## src/rtl/ntt_agu_param.sv

```systemverilog
// NTT/INTT butterfly and twiddle address generator.
// Issues LANES butterflies per beat under a valid/ready handshake.
module ntt_agu_param #(
  parameter int LOGN  = 8,
  parameter int LANES = 1,
  parameter int AW    = LOGN,
  parameter int ZW    = LOGN - 1
) (
  input  logic                clk,
  input  logic                rst_n,
  input  logic                start,
  input  logic                is_ntt,
  input  logic                clear,
  input  logic                ready,
  output logic                valid,
  output logic [LANES*AW-1:0] addr_j,
  output logic [LANES*AW-1:0] addr_jl,
  output logic [ZW-1:0]       addr_zetas,
  output logic [3:0]          layer,
  output logic                last,
  output logic                busy,
  output logic                done
);

  localparam int N = 1 << LOGN;

  typedef enum logic [1:0] {
    S_IDLE,
    S_RUN,
    S_DONE
  } state_t;

  state_t          state;
  logic            mode;
  logic [AW-1:0]   j;
  logic [AW-1:0]   len;
  logic [ZW-1:0]   k;
  logic [3:0]      lyr;

  logic [AW:0]     jn;
  logic [AW:0]     jnext;
  logic            blk_end;
  logic            lay_end;
  logic            fin;
  logic            run;

  // a block ends when the next j would cross into the upper half
  assign jn      = {1'b0, j} + (AW+1)'(LANES);
  assign jnext   = jn + {1'b0, len};
  assign blk_end = (jn[AW-1:0] & (len - AW'(1))) == '0;
  assign lay_end = blk_end && (jnext == (AW+1)'(N));
  assign fin     = lay_end && (lyr == 4'(LOGN - 2));
  assign run     = (state == S_RUN);

  always_ff @(posedge clk or negedge rst_n) begin
    if (!rst_n) begin
      state <= S_IDLE;
      mode  <= 1'b0;
      j     <= '0;
      len   <= '0;
      k     <= '0;
      lyr   <= '0;
    end else if (clear) begin
      state <= S_IDLE;
      mode  <= 1'b0;
      j     <= '0;
      len   <= '0;
      k     <= '0;
      lyr   <= '0;
    end else begin
      unique case (state)
        S_IDLE: begin
          if (start) begin
            state <= S_RUN;
            mode  <= is_ntt;
            j     <= '0;
            lyr   <= '0;
            len   <= is_ntt ? AW'(N / 2) : AW'(2);
            k     <= is_ntt ? ZW'(1) : ZW'(N / 2 - 1);
          end
        end
        S_RUN: begin
          if (ready) begin
            if (fin) begin
              state <= S_DONE;
            end else begin
              if (lay_end) begin
                j   <= '0;
                lyr <= lyr + 4'd1;
                len <= mode ? (len >> 1) : (len << 1);
              end else if (blk_end) begin
                j <= jnext[AW-1:0];
              end else begin
                j <= jn[AW-1:0];
              end
              if (blk_end)
                k <= mode ? k + ZW'(1) : k - ZW'(1);
            end
          end
        end
        S_DONE: state <= S_IDLE;
        default: state <= S_IDLE;
      endcase
    end
  end

  assign valid      = run;
  assign busy       = (state != S_IDLE);
  assign done       = (state == S_DONE);
  assign last       = run && fin;
  assign layer      = run ? lyr : 4'd0;
  assign addr_zetas = run ? k : '0;

  for (genvar g = 0; g < LANES; g++) begin : g_lane
    assign addr_j[g*AW +: AW]  = run ? j + AW'(g) : '0;
    assign addr_jl[g*AW +: AW] = run ? j + AW'(g) + len : '0;
  end

endmodule

```

## config.mk

```make
export PLATFORM = sky130hd
export DESIGN_NAME = ntt_agu_param
export DESIGN_NICKNAME = d
export VERILOG_FILES = /design/src/rtl/ntt_agu_param.sv
export SDC_FILE = /design/constraint.sdc
export NUM_CORES = 1
export LEC_CHECK = 0
export BUFFER_PORTS_ARGS = -buffer_cell sky130_fd_sc_hd__buf_2
export CORE_UTILIZATION = 45
export DETAILED_ROUTE_END_ITERATION = 8
export PLACE_DENSITY = 0.61
export SLEW_MARGIN = 30
export SYNTH_ARGS = -nofsm -noshare
export SYNTH_HDL_FRONTEND = slang
export SYNTH_SLANG_ARGS = --single-unit
```

## constraint.sdc

```tcl
create_clock -name clk -period 7.65 [get_ports clk]
set_input_delay 0 -clock clk [delete_from_list [all_inputs] [get_ports clk]]
set_output_delay 0 -clock clk [all_outputs]
set_load 0.1 [all_outputs]
```

==> run_results.csv <==
group,metric,value,unit
outcome,outcome,"complete, no violations",
final_layout,diodes,0,
timing,rsz0062_at_grt,"false",
worst_hold_path,worstHoldPathCells,2,
drt,wire_per_inst,17.3,microns
job,maxCapViolations,0,
placement,placed_cells_incl_taps,462,
timing,tightestPinTransition,0.919,ns
cts,worst_skew_pair.late_latency,0.29,ns
setup_path,critical_path_required,7.79,ns
logic_synthesis,ys_seq_area_frac,0.251,
setup_path,worstPathBufferInverterCount,0,
setup_path,worst_r2r_path_depth,11,
drt,vias_per_cell,5.85,
cts,cts-htree-levels,2,
timing,hold_viol_final,0,
drt,route.final.wire_length,8.14,mm
die,initial_utilization,0.468,
timing,timing.final.setup_violations,0,
placement,dp_worst_setup_slack,3.13,ns
timing,clock-skew-final,0.00725,ns
drt,drc_errors,0,
setup_path,crit_chain,"ha_1 > xor2_1 > ha_1 > a211oi_1 > nor4b_1 > nor4_1 > nor4b_1 > nand4b_1 > o21ai_1 > nor2_1 > a2bb2oi_1",
timing,slew_headroom,0.381,
setup_path,cp_slowest_cell,"sky130_fd_sc_hd__nor4_1",
logic_synthesis,synth_cell_type_count,58,
setup_path,critical_path.reg2reg.endpoint,"k[6]",
placement,gp_routability_congestion,0.892,
setup_path,cp_slowest_stage_delay,0.81,ns
die,core,6390,sq um
logic_synthesis,flip_flop_and_latch_count_after_synthesis,30,
worst_hold_path,hold_class,"in2reg",
die,io_pins,37,
setup_path,timing.critical_path.to_type,"flip-flop",
cts,clockRootBuffer,"sky130_fd_sc_hd__clkbuf_8",
logic_synthesis,synth.top_cells.by_count,"sky130_fd_sc_hd__nor2_1, sky130_fd_sc_hd__dfrtp_1, sky130_fd_sc_hd__ha_1",
setup_path,r2r-start,"j[0]",
logic_synthesis,yosys.cell_count.top_type,"sky130_fd_sc_hd__nor2_1",
logic_synthesis,post_syn_instances,357,
setup_path,worst-r2r-setup-slack,3.13,ns
timing,final_period_minus_worst_setup_slack,4.52,ns
logic_synthesis,postSynth.asyncResetShare,1.00,
cts,worst_setup_hold_path_clk_slew,0.07,ns
worst_hold_path,worstHoldEndpoint,"mode",
placement,detailedPlacementHpwl,6.15,mm
die,placement_rows,29,
global_routing,global_route_wire_length_before_repair,13.6,mm
placement,buffer_ports.inserted,36,
final_layout,layout.nets,431,
cts,holdBufCountCts,3,
final_layout,drive_above_1_share,0.142,
logic_synthesis,synth.yosys.warnings,0,
timing,final.setup.worst_slack,3.13,ns
global_routing,globalRouteTotalUtil,0.246,
cts,post_cts_resize_count,0,
timing,final_min_period_over_clock_period,0.590,
logic_synthesis,netlist_top_cells_area,"sky130_fd_sc_hd__dfrtp_1, sky130_fd_sc_hd__ha_1, sky130_fd_sc_hd__nor2_1",
global_routing,grt_overflow_total,0,
logic_synthesis,combined_area_of_all_synthesized_cells,2990,sq um
drt,drt-pass1-iter-count,4,
timing,setup-tns-final,0,ns
setup_path,timing.critical_path.fanout_max,12,
final_layout,final-instance-count-excl-fill,472,
logic_synthesis,yosysTopAreaCellShare,0.251,
setup_path,category_of_the_critical_setup_timing_path,"reg2reg",
logic_synthesis,synth_enable_flop_cells,0,
setup_path,critical_path.startpoint_type,"flip-flop",
setup_path,critical-path-top-delay-family,"simple AND/OR/NAND/NOR gates",
pwr,vdd_drop_max,97.4,uV
logic_synthesis,postSynth.topFlopCell,"sky130_fd_sc_hd__dfrtp_1",
logic_synthesis,synthDominantAreaCellType,"sky130_fd_sc_hd__dfrtp_1",
global_routing,vias_in_the_first_global_route,2669,
setup_path,setup.worst_path.start,"j[0]",
worst_hold_path,holdCritStartpoint,"clear",
timing,maxClockFrequency,221,MHz
drt,ant_nets,0,
global_routing,grt_start_max_net_pins,31,
global_routing,antenna_found_initial,0,
pwr,pwr_density_cell,151,nW/um^2
die,die_x,83.5,microns
final_layout,syn2layout_area_growth,12.9,%
logic_synthesis,postSynthAreaPerCell,8.37,sq um
timing,final_max_slew_viol_count,0,
cts,cts.path.max_buffers,2,
die,die_area,6970,sq um
cts,cts_inserted_buffers,5,
drt,detailroute.via_count,2760,
cts,postCtsSetupBuffers,0,
setup_path,critical_path_arrival,4.66,ns
cts,clock_tree_from_tritoncts,"yes",
logic_synthesis,synth_fp_nets,393,
pwr,power_leakage,1.60,nW
die,chipHeight,83.5,microns
drt,initialDrtViolationCount,127,
setup_path,cp.depth,11,
cts,cts.sink_count,30,
-- power by group --
group / internal [mW] / switching [mW] / leakage (nW)
logic: 0.0550 / 0.106 / 1.14
registers: 0.167 / 0.0120 / 0.406
clock network: 0.104 / 0.0667 / 0.0573
-- registers in the layout, indices dropped and copies added (netlist names) --
signal and flops:
j 8, k 7, len 8, lyr 4, mode 1, state 2
-- layout by cell type, fill, tap and decap left out, drive strengths merged, types with 4 or more instances in the layout --
master and count:
nand2b 4, xnor2 13, and2 19, or3 5, o21ai 20, o31ai 6
mux2 8, buf 37, inv 18, mux2i 9, xor2 9, nor2b 4
clkbuf 6, nor4 7, nor3 6, nand3 11, dfrtp 30, nand2 22
o21bai 5, nand4 4, ha 27, nor2 45, a21oi 22, a21o 5
o2bb2ai 6
-- per-stage QoR --
step	power, mW	util	hold slack [ns]	cell area (sq um)
CTS	0.513	0.528	0.0500	3370
detailed placement	0.341	0.506	0.0920	3230
global placement	0.339	0.506	0.0892	3230
finish	0.511	0.528	0.0450	3370
floorplan	0.306	-	-0.296	2990
global route	0.536	0.528	0.0940	3370
-- metal layers --
layer | GRT usage | vias up | part of all wire
li1 | - | 1370 | -
met1 | 0.352 | 1320 | 0.48
met2 | 0.389 | 60 | 0.46
met3 | 0.0415 | 10 | 0.049
met4 | 0.0616 | 0 | 0.012
met5 | 0 | - | 0
-- cell type report --
| cell class | count | area (sq um) |
|---|---|---|
| flip-flops and latches | 30 | 751 |
| clock inverters | 1 | 30.0 |
| fillers | 620 | 3010 |
| clock buffers | 6 | 82.6 |
| well taps | 77 | 96.3 |
| inverters | 19 | 71.3 |
| multi-input cells | 299 | 2120 |
| repair buffers | 40 | 218 |
-- cell families (layout without fill, tap and decap cells) --
group                    count (synthesis)  in the layout  share of synthesized area
flip-flops                              30             30                      0.251
AO/OA/AOI/OAI                           86             86                      0.198
XOR/XNOR                                22             22                     0.0645
AND/OR/NAND/NOR                        144            144                      0.252
buffers and inverters                   28             66                     0.0381
multiplexers                            17             17                     0.0628
adder cells (fa/ha/maj)                 30             30                      0.133
-- how the worst max path moves through the flow --
stage	endpoint	slack, ns
2_1_floorplan	last	3.93
3_3_place_gp	k[6]	3.18
3_5_place_dp	k[6]	3.13
4_1_cts	k[6]	3.12
5_1_grt	k[6]	2.67
6_report	k[6]	3.13
Note: power is estimated with default switching activity, not from simulation.
